<file path="src/rtl/apb_mig_pkg.sv">
// Shared APB types for the MIG-side control fabric.
// Holds the demux FSM state encoding and the common address/data/strobe widths.
package apb_mig_pkg;
  localparam int APB_ADDR_W = 32;
  localparam int APB_DATA_W = 32;

  typedef logic [APB_ADDR_W-1:0]   apb_addr_t;
  typedef logic [APB_DATA_W-1:0]   data_t;
  typedef logic [APB_DATA_W/8-1:0] apb_strb_t;

  typedef enum logic [1:0] {IDLE, SETUP, ACCESS, RESP} apb_demux_state_e;

  // A single-channel fabric still needs a 1-bit index.
  function automatic int unsigned idx_width(int unsigned n);
    return (n > 1) ? $clog2(n) : 1;
  endfunction
endpackage

</file>
<file path="src/rtl/apb_addr_decoder.sv">
// Base/mask address decoder.
// Purely combinational; the lowest matching channel wins.
module apb_addr_decoder
  import apb_mig_pkg::*;
#(
  parameter int ADDR_W = $bits(apb_addr_t),
  parameter int N_SLV  = 4,
  parameter int IDX_W  = idx_width(N_SLV),
  parameter logic [N_SLV-1:0][ADDR_W-1:0] SLV_BASE = '0,
  parameter logic [N_SLV-1:0][ADDR_W-1:0] SLV_MASK = '0
) (
  input  logic [ADDR_W-1:0] addr_i,
  output logic              hit_o,
  output logic [IDX_W-1:0]  idx_o
);
  // Scan from the top so the lowest hitting index is the last one written.
  always_comb begin
    hit_o = 1'b0;
    idx_o = '0;
    for (int k = N_SLV - 1; k >= 0; k--) begin
      if ((addr_i & SLV_MASK[k]) == SLV_BASE[k]) begin
        hit_o = 1'b1;
        idx_o = IDX_W'(k);
      end
    end
  end
endmodule

</file>
<file path="src/rtl/apb_demux.sv">
// APB 1-to-N demultiplexer with registered decode and access-phase watchdog.
// Every output is a flop; misses and hung slaves are answered locally with an error.
module apb_demux
  import apb_mig_pkg::*;
#(
  parameter int ADDR_W  = $bits(apb_addr_t),
  parameter int DATA_W  = $bits(data_t),
  parameter int N_SLV   = 4,
  parameter logic [N_SLV-1:0][ADDR_W-1:0] SLV_BASE = '0,
  parameter logic [N_SLV-1:0][ADDR_W-1:0] SLV_MASK = '0,
  parameter int TIMEOUT = 256
) (
  input  logic                            pclk_i,
  input  logic                            preset_ni,
  input  logic [ADDR_W-1:0]               paddr_i,
  input  logic [DATA_W-1:0]               pwdata_i,
  input  logic                            pwrite_i,
  input  logic                            psel_i,
  input  logic                            penable_i,
  input  logic [DATA_W/8-1:0]             pstrb_i,
  output logic [DATA_W-1:0]               prdata_o,
  output logic                            pready_o,
  output logic                            pslverr_o,
  output logic [ADDR_W-1:0]               m_paddr_o,
  output logic [DATA_W-1:0]               m_pwdata_o,
  output logic                            m_pwrite_o,
  output logic [DATA_W/8-1:0]             m_pstrb_o,
  output logic [N_SLV-1:0]                m_psel_o,
  output logic                            m_penable_o,
  input  logic [N_SLV-1:0][DATA_W-1:0]    m_prdata_i,
  input  logic [N_SLV-1:0]                m_pready_i,
  input  logic [N_SLV-1:0]                m_pslverr_i
);
  localparam int IDX_W  = idx_width(N_SLV);
  localparam int STRB_W = DATA_W / 8;

  apb_demux_state_e    state_q, state_d;
  logic [IDX_W-1:0]    idx_q, idx_d;
  logic [ADDR_W-1:0]   addr_q, addr_d;
  logic [DATA_W-1:0]   wdata_q, wdata_d;
  logic                write_q, write_d;
  logic [STRB_W-1:0]   strb_q, strb_d;
  logic [N_SLV-1:0]    sel_q, sel_d;
  logic                pen_q, pen_d;
  logic                rdy_q, rdy_d;
  logic                err_q, err_d;
  logic [DATA_W-1:0]   rdata_q, rdata_d;
  logic                dec_hit, tmo;
  logic [IDX_W-1:0]    dec_idx;

  apb_addr_decoder #(
    .ADDR_W(ADDR_W), .N_SLV(N_SLV), .IDX_W(IDX_W),
    .SLV_BASE(SLV_BASE), .SLV_MASK(SLV_MASK)
  ) u_dec (
    .addr_i(paddr_i),
    .hit_o (dec_hit),
    .idx_o (dec_idx)
  );

  // Counter runs only in ACCESS and restarts from zero on every other state.
  if (TIMEOUT > 0) begin : g_wdog
    localparam int CNT_W = $clog2(TIMEOUT + 1);
    logic [CNT_W-1:0] cnt_q, cnt_d;
    always_comb cnt_d = (state_q == ACCESS) ? cnt_q + 1'b1 : '0;
    always_ff @(posedge pclk_i) begin
      if (!preset_ni) cnt_q <= '0;
      else            cnt_q <= cnt_d;
    end
    assign tmo = (cnt_q == CNT_W'(TIMEOUT - 1));
  end else begin : g_no_wdog
    assign tmo = 1'b0;
  end

  always_comb begin
    state_d = state_q;
    idx_d   = idx_q;
    addr_d  = addr_q;
    wdata_d = wdata_q;
    write_d = write_q;
    strb_d  = strb_q;
    sel_d   = '0;
    pen_d   = 1'b0;
    rdy_d   = 1'b0;
    err_d   = 1'b0;
    rdata_d = '0;
    unique case (state_q)
      IDLE: begin
        if (psel_i && !penable_i) begin
          addr_d  = paddr_i;
          wdata_d = pwdata_i;
          write_d = pwrite_i;
          strb_d  = pstrb_i;
          idx_d   = dec_idx;
          if (dec_hit) begin
            state_d = SETUP;
            sel_d   = N_SLV'(1) << dec_idx;
          end else begin
            state_d = RESP;
            rdy_d   = 1'b1;
            err_d   = 1'b1;
          end
        end
      end
      SETUP: begin
        state_d = ACCESS;
        sel_d   = N_SLV'(1) << idx_q;
        pen_d   = 1'b1;
      end
      ACCESS: begin
        if (m_pready_i[idx_q]) begin
          state_d = RESP;
          rdy_d   = 1'b1;
          err_d   = m_pslverr_i[idx_q];
          rdata_d = write_q ? '0 : m_prdata_i[idx_q];
        end else if (tmo) begin
          state_d = RESP;
          rdy_d   = 1'b1;
          err_d   = 1'b1;
        end else begin
          sel_d   = N_SLV'(1) << idx_q;
          pen_d   = 1'b1;
        end
      end
      RESP:    state_d = IDLE;
      default: state_d = IDLE;
    endcase
  end

  always_ff @(posedge pclk_i) begin
    if (!preset_ni) begin
      state_q <= IDLE;
      idx_q   <= '0;
      addr_q  <= '0;
      wdata_q <= '0;
      write_q <= 1'b0;
      strb_q  <= '0;
      sel_q   <= '0;
      pen_q   <= 1'b0;
      rdy_q   <= 1'b0;
      err_q   <= 1'b0;
      rdata_q <= '0;
    end else begin
      state_q <= state_d;
      idx_q   <= idx_d;
      addr_q  <= addr_d;
      wdata_q <= wdata_d;
      write_q <= write_d;
      strb_q  <= strb_d;
      sel_q   <= sel_d;
      pen_q   <= pen_d;
      rdy_q   <= rdy_d;
      err_q   <= err_d;
      rdata_q <= rdata_d;
    end
  end

  assign m_paddr_o   = addr_q;
  assign m_pwdata_o  = wdata_q;
  assign m_pwrite_o  = write_q;
  assign m_pstrb_o   = strb_q;
  assign m_psel_o    = sel_q;
  assign m_penable_o = pen_q;
  assign pready_o    = rdy_q;
  assign pslverr_o   = err_q;
  assign prdata_o    = rdata_q;
endmodule

</file>
<file path="config.mk">
export PLATFORM = sky130hd
export DESIGN_NAME = apb_demux
export DESIGN_NICKNAME = d
export VERILOG_FILES = /design/src/rtl/apb_mig_pkg.sv /design/src/rtl/apb_addr_decoder.sv /design/src/rtl/apb_demux.sv
export SDC_FILE = /design/constraint.sdc
export NUM_CORES = 1
export LEC_CHECK = 0
export BUFFER_PORTS_ARGS = -buffer_cell sky130_fd_sc_hd__buf_2
export CORE_AREA = 4 4 121 123
export CTS_BUF_LIST = sky130_fd_sc_hd__clkbuf_8
export CTS_CLUSTER_DIAMETER = 40
export DETAILED_ROUTE_END_ITERATION = 6
export DIE_AREA = 0 0 125 127
export GPL_TIMING_DRIVEN = 0
export HOLD_SLACK_MARGIN = 0.05
export PLACE_DENSITY_LB_ADDON = 0.1
export SYNTH_ARGS = -nofsm -noshare
export SYNTH_HDL_FRONTEND = slang
export SYNTH_SLANG_ARGS = --single-unit
export TNS_END_PERCENT = 30
</file>
<file path="constraint.sdc">
create_clock -name pclk_i -period 3.03 [get_ports pclk_i]
set_clock_uncertainty 0.1 [all_clocks]
set_input_delay 0.606 -clock pclk_i [delete_from_list [all_inputs] [get_ports pclk_i]]
set_output_delay 0.606 -clock pclk_i [all_outputs]
set_load 0.02 [all_outputs]
</file>
==> After elaboration in Yosys (flattened, before gate mapping) <==
Cells that the tools add are included.
{ "classes": {"n_reduce_logical": 7, "add_sub_neg": 1, "bitwise_logic": 3, "n_eq_ne": 6, "n_mux": 14} }
{ "op_table": {"columns": ["operator", "n"], "rows": [
  ["adder 9 x 1 -> 9 bit, second input constant", 1],
  ["equality test 9 x 8 -> 1 bit, second input constant", 1],
  ["two-way mux 1 bit", 8],
  ["case mux 2 bit (4 select lines)", 1],
  ["two-way mux 2 bit", 3],
  ["AND reduction 2 bit", 3],
  ["equality test 2 bit, second input constant", 2],
  ["OR reduction 4 bit", 1],
  ["!= test 3 x 2 -> 1 bit, second input constant", 1],
  ["NOT 1 bit", 3],
  ["case mux 1 bit (3 select lines)", 1],
  ["equality test 2 x 1 -> 1 bit, second input constant", 1],
  ["logical NOT 2 bit", 1],
  ["!= test 2 bit, second input constant", 1],
  ["case mux 1 bit (2 select lines)", 1],
  ["logical AND 1 bit", 1],
  ["logical NOT 1 bit", 1]
]} }
{ "totals": {"register_bits": 119, "wordCells": 42, "in_bits": 209} }

==> Logic depth before layout (Yosys ltp) <==
Gate-level depths: netlist of run 1.
{ "depth": {"ltp_word": 4, "mapped_depth": 8} }

==> Modules after synthesis <==
Synthesis of run 1 repeated with hierarchy kept, for this count alone.
{ "hier_totals": {"cells_unflattened": 518, "area_unflattened_um2": 5032.3} }
{ "modules_own_cells": {"columns": ["mod", "area_per_inst_um2", "seq_area_each_um2", "n_inst", "cells_per_inst"], "rows": [
  ["apb_demux", 5002.3, 2422.3, 1, 513],
  ["apb_addr_decoder", 30.0, 0.0, 1, 5]
]} }

==> Worst setup path before layout of run 1 <==
No wires, ideal clock.
{ "synth_path": {"kind": "reg-to-reg", "start": "reg g_wdog.cnt_q[0]", "end": "reg state_q[1]", "setup_time_ps": 72, "path_buffers": 0, "stages_incl_launch_ff": 8, "period_less_slack_ps": 1572, "t_arrival_ps": 1401, "setup_slack_ps": 1458, "required_time_ps": 2858, "path_cell_list": "dfxtp_1 -> ha_1 -> nand2_1 -> nor3_1 -> ha_1 -> nor2_1 -> a22oi_1 -> mux2i_1"} }
{ "synth_between": {"elab_chain_len": 3} }
{ "synth_rtl": {"columns": ["item", "line", "text"], "rows": [
  ["start: declaration", "apb_demux.sv:63", "logic [CNT_W-1:0] cnt_q, cnt_d;"],
  ["start signal: assignment", "apb_demux.sv:67", "else cnt_q <= cnt_d;"],
  ["equality test 9 x 8 -> 1 bit", "apb_demux.sv:69", "assign tmo = (cnt_q == CNT_W'(TIMEOUT - 1));"],
  ["!= test 3 x 2 -> 1 bit (no line)", null, null],
  ["AND reduction 2 bit (no line)", null, null],
  ["end signal: assignment", "apb_demux.sv:143", "state_q <= state_d;"],
  ["end: declaration", "apb_demux.sv:37", "apb_demux_state_e state_q, state_d;"]
]} }
Every way passes these cells.
A chain may end at the register's enable or synchronous reset.

==> Final worst setup path of run 1 <==
{ "layout_path": {"start": "reg state_q[0]", "end": "reg addr_q[3], in the netlist m_paddr_o[3]"} }
{ "layout_between": {"elab_chain_len": 2} }
{ "layout_rtl": {"columns": ["item", "line", "text"], "rows": [
  ["logical NOT 2 bit", "apb_demux.sv:86", "unique case (state_q)"],
  ["AND reduction 2 bit (no line)", null, null],
  ["end signal: assignment", "apb_demux.sv:145", "addr_q <= addr_d;"],
  ["end: declaration", "apb_demux.sv:39", "logic [ADDR_W-1:0] addr_q, addr_d;"]
]} }
Every way passes these cells.

==> summary.txt, run 1 <==
Status - finished, final reports clean
Clock sink count - 116
Post-synthesis sequential area ratio - 56.31%
# Max-Cap Violations - 0
R2r endpoint - m_paddr_o[3]
Pleak - 2.776 nW
Iteration count of the initial detailed-routing pass - 4
Hold path cells - 2
Cell Chain, Critical Path - inv_1 > ha_1 > nand3b_1 > clkbuf_1 > nand2_1 > a21boi_1
Row count - 43
Top FF cell, synth - dfxtp_1
FF-to-FF Start - state_q[0]
FF-to-FF path depth - 6
Layout area overhead - 42.08%
DR vias/cell - 4.186
Worst Path Required - 3280 ps
Layout Nets - 889
Placed cell area - 5413 sq um
Worst-path clk slew - 70 ps
Final wirelength - 11,180 microns
Ys Warns - 0
Worst reg2reg setup slack - 1170 ps
Die H - 127 microns
Antenna diode instance count - 0
Io pins - 317
First-pass GRT wire length - 18,200 microns
Nature of the critical path endpoint - register
Number of synthesized flops with an enable pin - 0
Fin Hold WS - 278.4 ps
Max incr delay on CP - 390 ps
Min-Delay Path Class - in2reg
Synth Register Bits - 116
CP max FO - 10
H-tree depth - 4
Largest net degree at the start of global routing - 17
Worst EP arrival - 2110 ps
Initial DRC Count - 98
Final slew viol count - 0
Unrepaired setup endpoints after global routing - no
Starting Density - 30.18%
Fin crit period - 1857 ps
PD cells - 734.8 nW/um^2
Maximum buffer depth of the clock tree - 2
Hold Buf Count CTS - 0
# resized after CTS - 0
Total GRT Usage - 14.32%
Antenna viol nets, final - 0
Fin. Hold Viols - 0
GPL Wtd Cong - 0.7961
CTS tree - yes
Die W - 125 microns
Post-Syn Area - 4124 sq um
Most frequent cells in the layout - buf_2, nand2_1, dfxtp_1
Mapped Cells - 441
Post-CTS Setup Inserts - 0
Die Footprint - 15,880 sq um
Vias in the first global route - 3,709
Avg Cell Area, Syn - 9.351 sq um
Post-route design area - 5859 sq um
Post-synth cell types - 31
Layout fillers - 1,413
Worst vdd ir - 340.7 uV
Startpoint class of the critical path - register
Async SR Flop Fraction - 0%
Vias post-DR - 3,625
Final setup viols - 0
Avg WL per Cell - 12.90 microns
Worst-Skew Late Latency - 420 ps
Clock root cell - clkbuf_8
Worst Setup SP - state_q[0]
Hold worst-path end - prdata_o[21]
Core Region - 13,670 sq um
Fin crit share - 61.29%
Total CTS buffers - 17
Slowest stage cell, crit path - dfxtp_1
Final HPWL DP - 8541 microns
Grt ovf - 0
DRC - 0
Initial antenna violation count - 0
Layout cells sized above 1 - 38.48%
Hold Path Origin - m_prdata_i[21]
Peak Freq - 0.5385 GHz
Final design utilization - 42.88%
Most common cell after layout, fill and taps aside - buf_2
Critical path type - reg2reg
Final TNS setup - 0 ps
I/O Buffers - 211
flip-flops by register name (all words and copies together), names as in the netlist:
name          count
g_wdog.cnt_q      9
m_paddr_o        32
m_penable_o       1
m_psel_o          1
m_pstrb_o         4
m_pwdata_o       32
m_pwrite_o        1
prdata_o         32
pready_o          1
pslverr_o         1
state_q           2
critical path: cells and delay by family, from the launching register on:
kind                     cells  cell delay, ps
AO/OA/AOI/OAI                1             150
AND/OR/NAND/NOR              2             390
flip-flops                   1             390
adder cells (fa/ha/maj)      1             260
buffers and inverters        2             500
worst max-delay path by stage:
stage                     endpoint  cells past startpoint  slack, ps
floorplan               state_q[1]                      7       1460
global placement    m_pwdata_o[30]                      6       1200
detailed placement    m_paddr_o[0]                      6       1130
CTS                   m_paddr_o[3]                      6       1130
global route          m_paddr_o[3]                      6        940
finish                m_paddr_o[3]                      6       1170
cell families after synthesis:
| logic type | share of synthesized area, % |
|---|---|
| XOR/XNOR | 0.6373 |
| multiplexers | 0.4855 |
| buffers and inverters | 4.945 |
| AND/OR/NAND/NOR | 21.24 |
| AO/OA/AOI/OAI | 14.17 |
| adder cells (fa/ha/maj) | 2.124 |
| flip-flops | 56.31 |
| other | 0.09093 |
routing by layer:
metal  vias up  global-route usage [%]  wire length [microns]
met4         0                   4.656                    118
li1       1872                       -                      -
met3        11                   6.856                   1177
met5         -                       0                      0
met2       160                   22.43                   4926
met1      1582                   17.44                   4952
cells in the mapped netlist, drive strengths merged, types with 2 or more instances:
library cell,n,share of area [%]
mux2i,2,0.49
clkbuf,9,0.82
o21ai,3,0.36
nand2,144,13
a21oi,5,0.61
inv,3,0.27
or3,3,0.46
nor2,9,0.82
and2,32,4.9
ha,7,2.1
buf,21,3.9
dfxtp,116,56
nand2b,2,0.30
a21boi,69,13
nand3,3,0.36
xor2,2,0.42
per-stage QoR:
| stage | std cells | setup slack (ps) | power, W |
|---|---|---|---|
| final | 866 | 1173 | 0.004305 |
| after CTS | 866 | 1129 | 0.004383 |
| after global routing | 866 | 944.7 | 0.004571 |
| after floorplan | 443 | 1458 | 0.002397 |
| after detailed placement | 834 | 1130 | 0.002760 |
| after global placement | 834 | 1197 | 0.002734 |
area by class of cell:
cell class | count | area (sq um) | area share [%]
sequential | 116 | 2322 | 39.63
clock inverter | 15 | 212.7 | 3.630
multi-input combinational | 294 | 1605 | 27.40
clock buffer | 17 | 234.0 | 3.993
tap | 180 | 225.2 | 3.844
buffer | 30 | 192.7 | 3.288
timing repair buffer | 211 | 1056 | 18.02
inverter | 3 | 11.26 | 0.1922
where the power goes:
group | leakage, nW | switching (W) | internal, W | total (W)
logic | 1.61 | 0.000587 | 0.000354 | 0.000941
registers | 0.941 | 0.0000781 | 0.00169 | 0.00176
clock network | 0.224 | 0.000629 | 0.000971 | 0.00160
total | 2.78 | 0.00129 | 0.00301 | 0.00431
No activity file was read; power rests on OpenSTA's default activity.
==> run 2, diff against run 1 <==
--- a/config.mk
+++ b/config.mk
@@ -5,12 +5,13 @@
 export SDC_FILE = /design/constraint.sdc
 export NUM_CORES = 1
 export LEC_CHECK = 0
+export ABC_AREA = 1
 export BUFFER_PORTS_ARGS = -buffer_cell sky130_fd_sc_hd__buf_2
-export CORE_AREA = 4 4 121 123
+export CORE_AREA = 4 4 119 121
 export CTS_BUF_LIST = sky130_fd_sc_hd__clkbuf_8
 export CTS_CLUSTER_DIAMETER = 40
 export DETAILED_ROUTE_END_ITERATION = 6
-export DIE_AREA = 0 0 125 127
+export DIE_AREA = 0 0 123 125
 export GPL_TIMING_DRIVEN = 0
 export HOLD_SLACK_MARGIN = 0.05
 export PLACE_DENSITY_LB_ADDON = 0.1
==> constraint.sdc (replaced) <==
create_clock -name pclk_i -period 1.85 [get_ports pclk_i]
set_clock_uncertainty 0.1 [all_clocks]
set_input_delay 0.37 -clock pclk_i [delete_from_list [all_inputs] [get_ports pclk_i]]
set_output_delay 0.37 -clock pclk_i [all_outputs]
set_load 0.02 [all_outputs]
==> run 2 against run 1 <==
Against the previous run:
- sequential power is 63% higher
- clock power rose by 38%
- design area up 7.3%
- critical path type unchanged
- clock-buffer cell count grew 2
- synthesized area increased by 4.4%
- sequential cell count did not move
- global-route usage increased by 3.0 points
- highest routed layer unchanged
- hold slack lost 200 ps
- fmax increased by 10%
==> summary.txt, run 2 <==
Die Footprint - 15,380 sq um
Multi-input logic area - 1567 sq um
CTS tree - yes
DR vias/cell - 4.483
Final setup viols - 0
Initial DRC Count - 141
Antenna diode instance count - 0
Min-Delay Path Class - in2reg
FF-to-FF path depth - 8
Area leader, netlist - dfxtp_1
Worst Path Required - 2070 ps
Post-synth cell types - 22
Post-CTS Setup Inserts - 0
Worst Setup SP - state_q[0]
Final TNS setup - 0 ps
Worst-path clk slew - 70 ps
Most frequent cells in the layout - buf_2, dfxtp_1, nand2_1
Initial antenna violation count - 0
Antenna viol nets, final - 0
Final wirelength - 13,410 microns
Final slew viol count - 0
First-pass GRT wire length - 21,160 microns
Post-Syn Area - 4304 sq um
Synth top cells by count - dfxtp_1, nand2_1, a21oi_1
Nature of the critical path endpoint - register
Async SR Flop Fraction - 0%
Io pins - 317
Worst reg2reg setup slack - 170 ps
PD cells - 1131 nW/um^2
Worst vdd ir - 512.1 uV
FF-to-FF Start - state_q[0]
Synth area leaders - dfxtp_1, nand4_1, a21oi_1, nand2_1, inv_1
Core Region - 13,090 sq um
DRC - 0
Worst EP arrival - 1900 ps
Post-Place Worst Slack - 93.17 ps
Cell Chain, Critical Path - inv_1 > ha_1 > buf_4 > nand3_2 > clkbuf_4 > nand3_1 > nand2_1 > inv_1
Ys Warns - 0
Layout area overhead - 46.02%
Worst path most repeated cell - inv_1
H-tree depth - 4
Final HPWL DP - 10,080 microns
Post-synthesis sequential area ratio - 53.95%
Avg Cell Area, Syn - 8.407 sq um
Top cell type's share of synthesized area - 53.95%
Startpoint class of the critical path - register
Fin crit period - 1682 ps
Clock sink count - 116
Number of synthesized flops with an enable pin - 0
R2r endpoint - m_psel_o[0]
Grt ovf - 0
Most common cell after layout, fill and taps aside - buf_2
Mapped Cells - 512
Vias in the first global route - 4,347
Final WS setup - 167.9 ps
Status - finished, final reports clean
Worst setup endpoint - m_psel_o[0]
Pleak - 3.023 nW
Starting Density - 32.89%
Top FF cell, synth - dfxtp_1
Max incr delay on CP - 380 ps
Iteration count of the initial detailed-routing pass - 4
Vias post-DR - 4,313
Layout fillers - 1,324
Synth Register Bits - 116
Total CTS buffers - 17
Die W - 123 microns
Unrepaired setup endpoints after global routing - no
Maximum buffer depth of the clock tree - 2
I/O Buffers - 210
# Max-Cap Violations - 0
Layout Nets - 990
Register area - 2322 sq um
Die H - 125 microns
Slowest stage cell, crit path - dfxtp_1
Cell with the most instances after synthesis - dfxtp_1
Worst-Skew Late Latency - 420 ps
Clock root cell - clkbuf_8
GPL Wtd Cong - 0.7608
Layout cells sized above 1 - 38.17%
Critical path type - reg2reg
Row count - 42
Fin. Hold Viols - 0
Fin crit share - 90.92%
Total GRT Usage - 17.36%
CP max FO - 10
Peak Freq - 0.5945 GHz
Avg WL per Cell - 13.94 microns
Largest net degree at the start of global routing - 17
run 2: changes by cell type after synthesis, moves of 10 or more:
cell / before / now
nor2_1: 9 / 34
inv_1: 3 / 46
nand2_1: 143 / 88
a21boi_0: 59 / 0
and2_1: 32 / 0
buf_2: 7 / 19
nand4_1: 1 / 68
nor2_2: 0 / 20
a21oi_1: 5 / 74
a21boi_1: 10 / 0
run 2: timing repair:
action	CTS	global route
hold buffers	30	1
resized for setup	0	6
setup endpoints to repair	0	8
endpoints found under the hold margin	30	1
run 2: where the power goes:
group | switching (W) | internal [W]
logic | 0.00132 | 0.000713
registers | 0.000116 | 0.00274
clock network | 0.000976 | 0.00124
total | 0.00241 | 0.00469
run 2: routing by layer:
layer	up-vias	share of wire [%]	track usage (%)
met2	167	43	27.28
met5	-	0	0
met3	15	10	7.769
li1	2205	-	-
met4	0	1.4	5.472
met1	1926	45	21.28
run 2: final cells by class:
class	count	share of cell area, %
Timing Repair Buffer	241	21.66
Sequential cell	116	36.95
Tap cell	176	3.504
Multi-Input combinational cell	306	24.93
Inverter	49	2.946
Buffer	43	4.021
Clock inverter	12	1.832
Clock buffer	19	4.161
run 2: through the flow:
stage	hold slack (ps)	cells	power [W]	util, %	instance area (sq um)
after detailed placement	350.1	900	0.004898	42.67	5583
after floorplan	329.7	514	0.004227	-	4312
after global placement	344.3	900	0.004859	42.67	5583
final	80.73	962	0.007107	48.03	6285
after global routing	63.12	962	0.007563	48.03	6285
after CTS	51.57	961	0.007196	47.84	6260
run 2: worst min path at each step:
| stage | startpoint | endpoint | slack [ps] | depth (start not counted) |
|---|---|---|---|---|
| floorplan | g_wdog.cnt_q[0] | g_wdog.cnt_q[0] | 330 | 1 |
| finish | m_prdata_i[15] | prdata_o[15] | 80 | 3 |
| global route | m_prdata_i[17] | prdata_o[17] | 60 | 3 |
| detailed placement | m_paddr_o[15] | m_paddr_o[15] | 350 | 2 |
| CTS | m_prdata_i[16] | prdata_o[16] | 50 | 3 |
| global placement | g_wdog.cnt_q[0] | g_wdog.cnt_q[0] | 340 | 1 |
run 2: kinds of logic (layout without fill, tap and decap cells):
family,Yosys count,in the layout,synth area share [%]
AOI/OAI and AO/OA,77,77,9.012
buffers and inverters,92,364,10.00
and+or+nand+nor,219,219,24.91
DFF,116,116,53.95
adders and majority gates,7,7,2.035
other,1,3,0.08713
run 2: critical path: cells and delay by family (launching register included):
family | cells | cell delay, ps
and+or+nand+nor | 3 | 340
buffers and inverters | 4 | 560
adders and majority gates | 1 | 200
DFF | 1 | 380
==> run 3, diff against run 2 <==
--- a/config.mk
+++ b/config.mk
@@ -15,6 +15,7 @@
 export GPL_TIMING_DRIVEN = 0
 export HOLD_SLACK_MARGIN = 0.05
 export PLACE_DENSITY_LB_ADDON = 0.1
+export REMOVE_ABC_BUFFERS = 1
 export SYNTH_ARGS = -nofsm -noshare
 export SYNTH_HDL_FRONTEND = slang
 export SYNTH_SLANG_ARGS = --single-unit
==> run 3 against run 2 <==
Against the previous run:
- global-route usage is 0.74 points higher
- first-iteration DRC count grew 45%
- non-clock buffer count shrank 36
- critical path type unchanged
==> summary.txt, run 3 (synthesized netlist as in run 2, its figures left out) <==
Status - finished, final reports clean
Worst-path clk slew - 70 ps
Most common cell after layout, fill and taps aside - buf_2
Worst slew pin tran - 1218 ps
Post-route design area - 6173 sq um
Largest net degree at the start of global routing - 74
Layout area overhead - 43.43%
Initial antenna violation count - 0
Maximum buffer depth of the clock tree - 2
Fin crit period - 1715 ps
Vias in the first global route - 4,213
Final setup viols - 0
Final wirelength - 14,160 microns
CP max FO - 18
Die Footprint - 15,380 sq um
Clock root cell - clkbuf_8
Worst Setup SP - state_q[1]
CTS tree - yes
Nature of the critical path endpoint - register
Peak Freq - 0.5831 GHz
Pleak - 2.929 nW
First-pass GRT wire length - 21,840 microns
Vias post-DR - 4,353
Layout cells sized above 1 - 36.39%
Met2 GRT Util - 29.91%
Met3 Usage GRT - 8.266%
# Max-Cap Violations - 0
Worst reg2reg setup slack - 130 ps
Row count - 42
Starting Density - 32.89%
Antenna viol nets, final - 0
Placed cell area - 5373 sq um
Worst EP arrival - 1870 ps
Worst Path Required - 2000 ps
Avg WL per Cell - 15.24 microns
Worst vdd ir - 798.5 uV
DRC - 0
Startpoint class of the critical path - register
Layout Nets - 958
Grt ovf - 0
PD cells - 1145 nW/um^2
Final HPWL DP - 8376 microns
Most frequent cells in the layout - buf_2, dfxtp_1, nand2_1
Iteration count of the initial detailed-routing pass - 6
Slew HR - 18.82%
Met1 usage - 20.56%
Core Region - 13,090 sq um
Worst setup endpoint - m_paddr_o[22]
Total chip power - 0.007070 W
Unrepaired setup endpoints after global routing - yes
FF-to-FF Start - state_q[1]
Io pins - 317
FF-to-FF path depth - 5
Total GRT Usage - 18.10%
Fin crit share - 92.70%
GPL Wtd Cong - 0.7185
Clock sink count - 116
I/O Buffers - 211
Initial DRC Count - 204
Total CTS buffers - 17
Die H - 125 microns
R2r endpoint - m_paddr_o[22]
Fin. Hold Viols - 0
Worst-Skew Late Latency - 430 ps
Final slew viol count - 0
H-tree depth - 4
Critical path type - reg2reg
Min-Delay Path Class - in2reg
Most used routing layer - met2
DR vias/cell - 4.686
Die W - 123 microns
Antenna diode instance count - 0
==> run 3: cell count changes in the layout (fill, tap and decap cells not counted), sizes merged <==
cell         delta
buf            -25
clkbuf         -14
nand3           +4
clkinvlp        -3
dlygate4sd3     +3
inv             +3
bufinv          -1
==> run 3: layer usage <==
| metal | share of wire (%) | vias to the layer above |
|---|---|---|
| met5 | 0 | - |
| met4 | 1.4 | 0 |
| met3 | 12 | 18 |
| met2 | 47 | 196 |
| met1 | 40 | 1983 |
| li1 | - | 2156 |
==> run 3: repair_timing <==
item                                    4_1_cts  5_1_grt
hold buffers                                 34        0
endpoints found under the setup margin       70       59
pin swaps                                     2        0
hold endpoints to repair                     34        0
gates cloned                                  3        1
buffers inserted                              1        1
resized for setup                             6        5
==> run 3: how the worst min path moves through the flow <==
stage / startpoint / to / depth (start not counted)
2_1_floorplan: g_wdog.cnt_q[0] / g_wdog.cnt_q[0] / 1
3_3_place_gp: g_wdog.cnt_q[0] / g_wdog.cnt_q[0] / 1
3_5_place_dp: m_pwdata_o[10] / m_pwdata_o[10] / 2
4_1_cts: paddr_i[26] / m_paddr_o[26] / 3
5_1_grt: paddr_i[4] / m_paddr_o[4] / 3
6_report: paddr_i[26] / m_paddr_o[26] / 3
==> run 3: metrics by stage <==
step | util [%] | instances | setup TNS, ps | hold WS (ps) | setup WS, ps
2_1_floorplan | - | 471 | -99990 | 329.7 | -1439
3_3_place_gp | 40.83 | 858 | -214850 | 342.7 | -3073
3_5_place_dp | 41.06 | 859 | -84540 | 350.4 | -1228
4_1_cts | 46.83 | 927 | 0 | 58.76 | 50.04
5_1_grt | 47.18 | 929 | -45.96 | 81.02 | -16.08
6_report | 47.18 | 929 | 0 | 110.2 | 135.0
==> run 3: cell type report <==
class,count,area [sq um]
timing repair buffer,248,1450
fill,1277,6912
tap,176,220.2
multi-input combinational,310,1657
clock inverter,11,73.82
sequential,116,2323
clock buffer,19,261.5
inverter,49,187.7
==> run 3: power breakdown <==
group          internal (W)  leakage, nW  switching (W)
Sequential          0.00275        0.942       0.000114
Clock               0.00108        0.197       0.000954
Combinational      0.000730         1.79        0.00145
==> run 3: critical path: stages (launching register included) <==
cell	delay (ps)
dfxtp_1	340
inv_1	150
ha_4	370
nand3_4	320
nand2_1	160
a21oi_1	80
